===== src/rtl/mem_seq_pkg.sv =====
// mem_seq_pkg: shared FSM state and requester encodings for the mem_seq byte-memory sequencer
package mem_seq_pkg;
    typedef enum logic [1:0] {IDLE, HI, LO, ACK} state_t;
    typedef enum logic {FETCH, DATA} req_id_t;

    function automatic logic [15:0] next_addr(input logic [15:0] a);
        return a + 16'd1;
    endfunction
endpackage


===== src/rtl/mem_seq_arb.sv =====
// mem_seq_arb: data-over-fetch arbitration with a saturating starvation counter for fetch
module mem_seq_arb
    import mem_seq_pkg::*;
#(
    parameter int STARVE_LIMIT = 4
) (
    input  logic    clk,
    input  logic    reset,
    input  logic    f_req,
    input  logic    d_req,
    input  logic    grant,
    output req_id_t win
);
    localparam int CW = STARVE_LIMIT < 1 ? 1 : $clog2(STARVE_LIMIT + 1);
    localparam logic [CW-1:0] LIMIT = CW'(STARVE_LIMIT);

    logic [CW-1:0] cnt;
    logic starved;

    always_comb begin
        starved = cnt == LIMIT;
        win = (f_req && (!d_req || starved)) ? FETCH : DATA;
    end

    // counts only data grants that made a waiting fetch wait longer
    always_ff @(posedge clk) begin
        if (reset)
            cnt <= '0;
        else if (grant)
            cnt <= (win == DATA && f_req) ? (starved ? cnt : cnt + CW'(1)) : '0;
    end
endmodule


===== src/rtl/mem_seq.sv =====
// mem_seq: sequences fetch/data requests of byte or 16-bit big-endian width onto an 8-bit memory port
module mem_seq
    import mem_seq_pkg::*;
#(
    parameter int STARVE_LIMIT = 4
) (
    input  logic        clk,
    input  logic        reset,
    input  logic        f_req,
    input  logic        f_wide,
    input  logic [15:0] f_addr,
    output logic        f_ack,
    output logic [15:0] f_rdata,
    input  logic        d_req,
    input  logic        d_we,
    input  logic        d_wide,
    input  logic [15:0] d_addr,
    input  logic [15:0] d_wdata,
    output logic        d_ack,
    output logic [15:0] d_rdata,
    output logic [15:0] mem_addr,
    output logic        mem_rd,
    output logic        mem_wr,
    output logic [7:0]  mem_wdata,
    input  logic [7:0]  mem_rdata,
    output logic        busy
);
    state_t      state;
    req_id_t     win, who;
    logic        we, wide;
    logic [15:0] addr;
    logic [7:0]  wlo, hi;
    logic        any, grant, g_data, g_we, g_wide, fin;
    logic [15:0] g_addr, res;

    always_comb begin
        any = f_req | d_req;
        grant = state == IDLE && any;
        g_data = win == DATA;
        g_we = g_data & d_we;
        g_wide = g_data ? d_wide : f_wide;
        g_addr = g_data ? d_addr : f_addr;
        fin = (state == HI && !wide) || state == LO;
        res = state == LO ? {hi, mem_rdata} : {8'h00, mem_rdata};
    end

    mem_seq_arb #(.STARVE_LIMIT(STARVE_LIMIT)) u_arb (
        .clk(clk),
        .reset(reset),
        .f_req(f_req),
        .d_req(d_req),
        .grant(grant),
        .win(win)
    );

    always_ff @(posedge clk) begin
        if (reset) begin
            state <= IDLE;
            who <= FETCH;
            we <= 1'b0;
            wide <= 1'b0;
            addr <= '0;
            wlo <= '0;
            hi <= '0;
            f_ack <= 1'b0;
            d_ack <= 1'b0;
            mem_rd <= 1'b0;
            mem_wr <= 1'b0;
            busy <= 1'b0;
            mem_addr <= '0;
            mem_wdata <= '0;
            f_rdata <= '0;
            d_rdata <= '0;
        end else begin
            f_ack <= 1'b0;
            d_ack <= 1'b0;
            mem_rd <= 1'b0;
            mem_wr <= 1'b0;
            case (state)
                IDLE: if (any) begin
                    state <= HI;
                    busy <= 1'b1;
                    who <= win;
                    we <= g_we;
                    wide <= g_wide;
                    addr <= g_addr;
                    wlo <= d_wdata[7:0];
                    mem_addr <= g_addr;
                    mem_rd <= !g_we;
                    mem_wr <= g_we;
                    mem_wdata <= g_wide ? d_wdata[15:8] : d_wdata[7:0];
                end
                HI: begin
                    hi <= mem_rdata;
                    state <= wide ? LO : ACK;
                    if (wide) begin
                        mem_addr <= next_addr(addr);
                        mem_rd <= !we;
                        mem_wr <= we;
                        mem_wdata <= wlo;
                    end
                end
                LO: state <= ACK;
                ACK: begin
                    state <= IDLE;
                    busy <= 1'b0;
                end
            endcase
            // results land together with the ack so rdata is valid in the ACK cycle
            if (fin) begin
                f_ack <= who == FETCH;
                d_ack <= who == DATA;
                if (!we && who == FETCH) f_rdata <= res;
                if (!we && who == DATA) d_rdata <= res;
            end
        end
    end
endmodule


===== config.mk =====
export PLATFORM = sky130hd
export DESIGN_NAME = mem_seq
export DESIGN_NICKNAME = d
export VERILOG_FILES = /design/src/rtl/mem_seq_pkg.sv /design/src/rtl/mem_seq_arb.sv /design/src/rtl/mem_seq.sv
export SDC_FILE = /design/constraint.sdc
export NUM_CORES = 1
export LEC_CHECK = 0
export CAP_MARGIN = 15
export CORE_MARGIN = 2
export CORE_UTILIZATION = 48
export CTS_CLUSTER_DIAMETER = 40
export DETAILED_ROUTE_END_ITERATION = 10
export GPL_TIMING_DRIVEN = 0
export PLACE_DENSITY_LB_ADDON = 0.25
export SETUP_SLACK_MARGIN = 0.15
export SLEW_MARGIN = 20
export SYNTH_ARGS = -nofsm -noshare
export SYNTH_HDL_FRONTEND = slang
export SYNTH_HIERARCHICAL = 1
export SYNTH_SLANG_ARGS = --single-unit

===== constraint.sdc =====
create_clock -name clk -period 2.6 [get_ports clk]
set_input_delay 0.52 -clock clk [delete_from_list [all_inputs] [get_ports clk]]
set_output_delay 0.52 -clock clk [all_outputs]
set_load 0.01 [all_outputs]

[Yosys cells after proc, flatten, opt, wreduce, memory -nomap -nowiden]
Cells that the tools add are included.
Word-level totals
  bits in registers: 101
  output and inout bits: 61
  word-level logic and storage cells: 76
Operators by class
  $add $sub $neg: 2
  equality and inequality tests: 7
  muxes and demuxes: 24
  bitwise operators: 4
  reductions and logical operators: 22
Operator list (number)
  2-to-1 mux 16 bit: 4
  case mux 16 bit (2 select lines): 1
  2-to-1 mux 8 bit: 3
  adder 16 x 1 -> 16 bit (second input constant): 1
  case mux 8 bit (2 select lines): 1
  AND reduction 2 bit: 5
  2-to-1 mux 1 bit: 8
  case mux 2 bit (4 select lines): 1
  logical AND 1 bit: 6
  2-to-1 mux 3 bit: 2
  != test 2 bit (second input constant): 3
  case mux 1 bit (2 select lines): 3
  equality test 2 bit (second input constant): 2
  zero test 1 bit: 4
  nonzero test 2 bit: 2
  adder 3 x 1 -> 3 bit (second input constant): 1
  equality test 3 bit (second input constant): 1
  AND reduction 3 bit: 1
  equality test 2 x 1 -> 1 bit (second input constant): 1
  zero test 2 bit: 1
  logical OR 1 bit: 2
  2-to-1 mux 2 bit: 1
  NOT 1 bit: 2
  OR reduction 2 bit: 1
  2 further kinds: 2

[Logic depth before layout (Yosys ltp)]
Gate-level depths: netlist of the first run.
  depth after elaboration: 8
  gate-level depth with buffers: 11
  gate-level depth less buffers: 9

[By module]
The synthesis of the first run kept the hierarchy.
Modules (own cells, without submodules)
  mem_seq: times used 1, cells each 477, area each 4339.2 um2, seq. area each 1961.9 um2
  mem_seq_arb: times used 1, cells each 19, area each 180.2 um2, seq. area each 60.1 um2

[Least setup slack after synthesis of the first run]
No wires, ideal clock.
  path type: reg2reg
  from: register u_arb.cnt[0]
  to: register mem_wdata[4]
  library setup time: 0.132 ns
  arrival time: 1.872 ns
  required time: 2.468 ns
  path slack: 0.596 ns
  cell stages (with the launch flop): 10
  period minus slack after synthesis: 2.004 ns
  cell sequence: dfxtp_1 > inv_1 > ha_1 > nand2_1 > nand2_1 > nand2_1 > mux2i_2 > mux2_2 > o211ai_1 > a21oi_1
Between the ends
  longest elaborated chain between the ends: 7
Ends and longest elaborated chain
  from (decl): line mem_seq_arb.sv:17  | logic [CW-1:0] cnt;
  from (signal assigned): line mem_seq_arb.sv:30  | cnt <= (win == DATA && f_req) ? (starved ? cnt : cnt + CW'(1)) : '0;
  equality test 3 bit: line mem_seq_arb.sv:21  | starved = cnt == LIMIT;
  logical OR 1 bit: line mem_seq_arb.sv:22  | win = (f_req && (!d_req || starved)) ? FETCH : DATA;
  logical AND 1 bit: line mem_seq_arb.sv:22
  2-to-1 mux 1 bit: line mem_seq.sv:41  | g_wide = g_data ? d_wide : f_wide;
  2-to-1 mux 8 bit: line mem_seq.sv:91  | mem_wdata <= g_wide ? d_wdata[15:8] : d_wdata[7:0];
  2-to-1 mux 8 bit: line mem_seq.sv:80  | IDLE: if (any) begin
  case mux 8 bit (2 select lines): line mem_seq.sv:79  | case (state)
  to (signal assigned): line mem_seq.sv:91
  to (signal assigned): line mem_seq.sv:100  | mem_wdata <= wlo;
  to (decl): line mem_seq.sv:24  | output logic [7:0] mem_wdata,
No other way between the ends. The select of a mux whose other input is x is not followed.
A chain may end at the register's enable or synchronous reset.

[Final worst setup path of the first run]
  from: register state[1]
  to: register mem_wr
Between the ends
  longest elaborated chain between the ends: 2
  elaborated cells between the ends (all ways): 3
  those cells by class: 1 x eq/ne; 1 x mux; 1 x reduce/logical
Ends and longest elaborated chain
  from (decl): line mem_seq.sv:28  | state_t state;
  from (signal assigned): line mem_seq.sv:95  | state <= wide ? LO : ACK;
  equality test 2 x 1 -> 1 bit or zero test 2 bit (tied branches): line mem_seq.sv:79
  case mux 1 bit (2 select lines) *: line mem_seq.sv:79
  to (signal assigned): line mem_seq.sv:90  | mem_wr <= g_we;
  to (signal assigned): line mem_seq.sv:99  | mem_wr <= we;
  to (decl): line mem_seq.sv:23  | output logic mem_wr,
Every way passes the cells marked *; elsewhere a longest branch is shown, timed or not.

==> results of run 1 <==
## cell families after synthesis
kind of cell               Yosys count
DFF                                101
xor gates and xnor gates             8
AOI/OAI and AO/OA                   93
adders and majority gates            7
muxes                               68
buffers and inverters               44
and+or+nand+nor                    175
## routing by layer
| metal | global-route usage (%) | routed length [µm] | vias up |
|---|---|---|---|
| li1 | - | - | 2028 |
| met1 | 30.95 | 5320 | 1970 |
| met2 | 45.95 | 6309 | 135 |
| met3 | 5.687 | 808 | 26 |
| met4 | 9.148 | 253 | 0 |
| met5 | 0 | 0 | - |
## registers in the layout, indices dropped and copies added, names as in the netlist
name,count
addr,16
busy,1
d_ack,1
d_rdata,16
f_ack,1
f_rdata,16
hi,8
mem_addr,16
mem_rd,1
mem_wdata,8
mem_wr,1
state,2
u_arb/cnt,3
we,1
who,1
wide,1
wlo,8
## repair_timing
item / in CTS / in global routing
setup buffers: 0 / 1
resized for setup: 3 / 10
endpoints found under the hold margin: 0 / 0
setup endpoints to repair: 15 / 26
## synth_stat cells (7+ instances only)
cell type  instances  area, µm²
mux2_2             8      90.09
ha_1               7      87.58
nand2_1           45      168.9
a211oi_1          23      172.7
dfxtp_1          101       2022
nor4_1            10      62.56
nand3_1           10      50.05
a21oi_1           31      155.2
inv_1              9      33.78
and2_1             8      50.05
nor2_1            66      247.7
nor3_1             7      35.03
o211ai_1          12      90.09
o21ai_0            7      35.03
mux2i_1           59      590.6
buf_2              8      40.04
nand2b_1           8      50.05
clkbuf_1          18      67.56
## worst paths after layout
check | start | end | depth (start not counted)
max | state[1]$_SDFFE_PP0P_ | mem_wr$_SDFF_PP0_ | 7
min | wlo[5]$_SDFFE_PP0P_ | wlo[5]$_SDFFE_PP0P_ | 2
max reg2reg | state[1]$_SDFFE_PP0P_ | mem_wr$_SDFF_PP0_ | 7
min reg2reg | wlo[5]$_SDFFE_PP0P_ | wlo[5]$_SDFFE_PP0P_ | 2
## report_power, final
part / internal, mW / switching [mW]
clock: 0.644 / 0.565
combinational: 1.23 / 1.48
sequential: 1.95 / 0.276
total: 3.83 / 2.32
## worst register-to-register path: cells and delay by family, from the launching register on
kind	cells	cell delay, ns
fa+ha+maj	1	0.19
simple gates	1	0.11
compound gates	1	0.33
flops	1	0.35
buf+inv	4	1.24
## layout by cell type, fill, tap and decap left out, drive strengths merged, types with 5 or more instances in the layout
cell type,n
a21oi,31
o211ai,13
clkbuf,28
o21ai,7
dfxtp,101
ha,7
clkdlybuf4s50,122
nand2b,8
mux2i,60
xnor2,6
nand2,45
nor2,66
mux2,8
nor4,10
nand4,5
buf,15
inv,12
nand3,10
a211oi,23
a31oi,7
and2,8
nor3,9
## final cells by class
cell class                 count  area [µm²]
tap                          111       138.9
clock inverter                 7       120.1
sequential                   101        2022
fill                         776        3010
inverter                      11       41.29
buffer                        33       161.4
clock buffer                   9       123.9
timing repair buffer         124        1254
multi-input combinational    351        2325
## metrics by stage
stage	power (mW)	utilization, %
4_1_cts	6.142	66.84
5_1_grt	6.543	67.27
3_5_place_dp	4.934	64.04
3_3_place_gp	4.844	64.04
2_1_floorplan	3.859	-
6_report	6.154	67.27
==> impl_results.md, run 1 <==
* Status: finished clean
* TritonCTS Buffers at 9
* Worst Setup Start Kind: flip-flop
* Clock slew at reported path FFs at 0.10 ns
* Final setup viols at 0
* CTS tree: yes
* Number of H-tree levels at 3
* Synth unique cells at 46
* Die X-Extent at 101.0 µm
* Power per cell area at 994.8 mW/mm²
* Initial core utilization at 49.14%
* GRT overflow at 0
* Adder-cell share of the synthesized area at 1.938%
* Gate Count Post-Synth at 496
* Share of the clock period used by the worst path at 88.94%
* Cts hold-fix bufs at 0
* Hold Worst Slack at 0.4580 ns
* Slowest-stage cell, CP: clkbuf_1
* Lkg Pwr at 2.438 nW
* Worst path buffer plus inverter count at 4
* Tmin final at 2.312 ns
* Layout area overhead at 36.88%
* Synth Area in Compound Gates at 13.79%
* XOR/XNOR share of the synthesized area at 1.550%
* # IOs at 124
* Root Driver: clkbuf_8
* Total global-route track usage at 25.97%
* Number of global-route vias before repair at 4193
* Synth Cell Area at 0.004519 mm²
* Detailed Route WL at 12690 µm
* RSZ-0062 raised after global routing: no
* Mux cell area share after synthesis at 15.37%
* Setup_tns at 0 ns
* FF+latch count, synth at 101
* Min-Delay Path Class: flip-flop to flip-flop
* Total number of vias at 4159
* Clk sinks at 101
* Post-synth net total at 566
* Ys flop type: dfxtp_1
* Worst slew margin at 56.93%
* Total of max-cap violations at 0
* Worst Max-Slew Pin Slew at 0.6461 ns
* DRT iter0 DRCs at 184
* Simple-gate share of the synthesized area at 18.41%
* Pin count of the biggest net entering global routing at 18
* Worst slack at placement at -0.3725 ns
* Largest family of logic cells by synthesized area: simple AND/OR/NAND/NOR gates
* # port buffers at 123
* First-pass GRT wire length at 20670 µm
* EDFF count, synth at 0
* Cell repeated most along the worst path: buf_2
* Hpwl dp at 9355 µm
* Core area at 0.009196 mm²
* Post-Place Cell Area at 0.005889 mm²
* N_diodes at 0
* CP Class: flip-flop to flip-flop
* Worst EP arrival at 2.57 ns
* Delay-heaviest family, CP: buffers and inverters
* DR WL/cell at 16.99 µm
* Antenna Violating Nets Remaining at 0
* Clock skew at 0.01492 ns
* Full die area at 0.01021 mm²
* CP Data Required Time at 2.86 ns
* Syn avg cell area at 9.112 µm²
* Peak per-stage delay on the critical path at 0.47 ns
* Final nets at 701
* Ys async rst share at 0%
* Final hold vios at 0
* Via density at 5.568
* Worst setup EP type: flip-flop
* Synthesis Warnings at 6
* Worst vdd ir at 0.4766 mV
* DRT Pass-1 Iters at 5
* F_max at 0.4324 GHz
* Placed Cells at 730
* Final std cells w/o fill at 747
* Worst-path cell chain: inv_1 > ha_1 > clkbuf_1 > buf_2 > buf_2 > nand3_1 > a211oi_1
* Clock Latency Late Sink at 0.38 ns
* Sequential fraction of the synthesis area at 44.74%
* Fraction of layout cells with a size suffix above 1 at 7.704%
* Final instance area at 0.006186 mm²
* DRC viols at 0
* GPL Wtd Cong at 0.9711
* Worst setup margin at 0.2876 ns
* Num rows at 35
* FF-to-FF setup slack at 0.29 ns
* Max FO, Critical Path at 10
* Antenna violations before repair at 0
* Clock buffer depth at 2
* Die height at 101.0 µm
* Fin. max-slew vios at 0
Power figures use the tool's default switching activity.
==> run 2, diff against run 1 <==
Settings changed: PLACE_DENSITY_LB_ADDON 0.25 to 0.3, SKIP_LAST_GASP set to 1.
==> run 2 against run 1 <==
Compared with the run above: maximum frequency down 0.30%; hold slack improved by 0.0029 ns; sequential power about the same; global-route usage fell by 0.64 points; count of clock-buffer cells in the layout is the same; design area is 1.3% lower; combinational power is essentially flat; non-clock buffer count fell by 1; sequential cell count unchanged; critical path depth is the same; sequential share of layout area increased by 0.42 points; wire length shrank 2.6%.
==> impl_results.md, run 2 (synthesis results as in run 1) <==
* Status: finished clean
* Total global-route track usage at 25.33%
* Final std cells w/o fill at 746
* Reg2reg path depth at 8
* Pin count of the biggest net entering global routing at 20
* First-pass GRT wire length at 20080 µm
* DRC viols at 0
* Antenna violations before repair at 0
* Clock buffer depth at 2
* RSZ-0062 raised after global routing: no
* Detailed Route WL at 12360 µm
* GPL Wtd Cong at 0.9503
* Clk sinks at 101
* Number of H-tree levels at 3
* Antenna Violating Nets Remaining at 0
* Hpwl dp at 9205 µm
* Clock Latency Late Sink at 0.38 ns
* Full die area at 0.01021 mm²
* Die X-Extent at 101.0 µm
* Final nets at 700
* Layout area overhead at 35.16%
* # port buffers at 123
* DRT Pass-1 Iters at 4
* Min-Delay Path Class: flip-flop to flip-flop
* Final instance area at 0.006108 mm²
* Worst slew margin at 58.69%
* F_max at 0.4312 GHz
* Num rows at 35
* Fin. max-slew vios at 0
* Worst vdd ir at 0.5811 mV
* Core area at 0.009196 mm²
* Fraction of layout cells with a size suffix above 1 at 7.402%
* Root Driver: clkbuf_8
* GRT overflow at 0
* CP Class: input port to flip-flop
* Worst Max-Slew Pin Slew at 0.6132 ns
* DR WL/cell at 16.57 µm
* Setup_tns at 0 ns
* Share of the clock period used by the worst path at 89.20%
* Tmin final at 2.319 ns
* Worst Setup EP: mem_wdata[4]$_SDFFE_PP0P_
* FF-to-FF setup slack at 0.33 ns
* Final hold vios at 0
* Die height at 101.0 µm
* Lkg Pwr at 2.392 nW
* CTS tree: yes
* Total number of vias at 4129
* Clock slew at reported path FFs at 0.11 ns
* Number of global-route vias before repair at 4119
* Worst Setup Start Kind: input port
* Initial core utilization at 49.14%
* Power per cell area at 965.9 mW/mm²
* # IOs at 124
* Final setup viols at 0
* Total of max-cap violations at 0
* Hold Worst Slack at 0.4609 ns
* N_diodes at 0
* Crit path launch: d_req
* Placed Cells at 730
* Most frequent cells in the layout: 123 x clkdlybuf4s50_1, 101 x dfxtp_1, 65 x nor2_1
* Pwr Total at 5.900 mW
* Via density at 5.535
* Post-Place Cell Area at 0.005889 mm²
* Max FO, Critical Path at 9
* Worst EP arrival at 2.58 ns
* CP Data Required Time at 2.86 ns
* Reg2reg end: f_rdata[2]$_SDFFE_PP0P_
* Commonest non-fill, non-tap cell in the layout: clkdlybuf4s50_1
* TritonCTS Buffers at 9
* DRT iter0 DRCs at 201
* FF-to-FF Start: state[1]$_SDFFE_PP0P_
* Cts hold-fix bufs at 0
* Clock skew at 0.01272 ns
* Worst setup EP type: flip-flop
## run 2: cell types whose count changed in the layout (fill, tap and decap cells not counted), sizes merged
cell and change:
bufinv -3, inv +2, buf -1, clkdlybuf4s50 +1
clkinv +1, dlymetal6s2s -1
## run 2: worst min-delay path by stage
stage,end,from,cells after the start
2_1_floorplan,wlo[0]$_SDFFE_PP0P_,wlo[0]$_SDFFE_PP0P_,2
3_3_place_gp,wlo[3]$_SDFFE_PP0P_,wlo[3]$_SDFFE_PP0P_,2
3_5_place_dp,wlo[7]$_SDFFE_PP0P_,wlo[7]$_SDFFE_PP0P_,2
4_1_cts,wlo[7]$_SDFFE_PP0P_,wlo[7]$_SDFFE_PP0P_,2
5_1_grt,wlo[4]$_SDFFE_PP0P_,wlo[4]$_SDFFE_PP0P_,2
6_report,mem_addr[3]$_SDFFE_PP0P_,mem_addr[3]$_SDFFE_PP0P_,2
## run 2: final cells by class
class	instances	area, µm²
clock inverters	7	66.31
inverters	11	41.29
repair buffers	123	1231
plain buffers	33	160.2
flip-flops and latches	101	2022
clock buffers	9	123.9
well taps	111	138.9
fillers	763	3088
multi-input cells	351	2325
## run 2: routing by layer
metal  global-route usage, %  vias up  wire (µm)
met5                       0        -          0
met4                   6.757        0        152
met3                   8.322       15        955
met2                   44.62      149       6185
met1                   29.54     1937       5068
li1                        -     2028          -
## run 2: through the flow
stage	util (%)	worst slack (ns)
after floorplan	-	0.5955
after global placement	64.04	-0.3239
after detailed placement	64.04	-0.3419
after CTS	66.30	0.1339
after global routing	66.42	0.1672
final	66.42	0.2807
## run 2: where the power goes
part | internal [mW] | switching (mW) | total (mW) | leakage (nW)
registers | 1.95 | 0.272 | 2.22 | 0.828
logic | 1.23 | 1.46 | 2.70 | 1.47
clock network | 0.371 | 0.608 | 0.980 | 0.0953
total | 3.56 | 2.34 | 5.90 | 2.39
## run 2: repair_timing
item                                    in CTS  in global routing
endpoints found under the setup margin       6                 20
resized for setup                            3                  7
cloned                                       0                  0
setup buffers                                0                  0
## run 2: critical path, stage by stage
cell	delay, ns
clkdlybuf4s50_1	0.65
nand2_1	0.08
nand2_1	0.16
mux2i_4	0.46
mux2_2	0.39
o211ai_1	0.21
a21oi_1	0.10
==> run 3, diff against run 2 <==
Settings changed: SLEW_MARGIN 20 to not set.
==> results of run 3 <==
No change in the layout: final DEF, timing and power equal those of run 2.
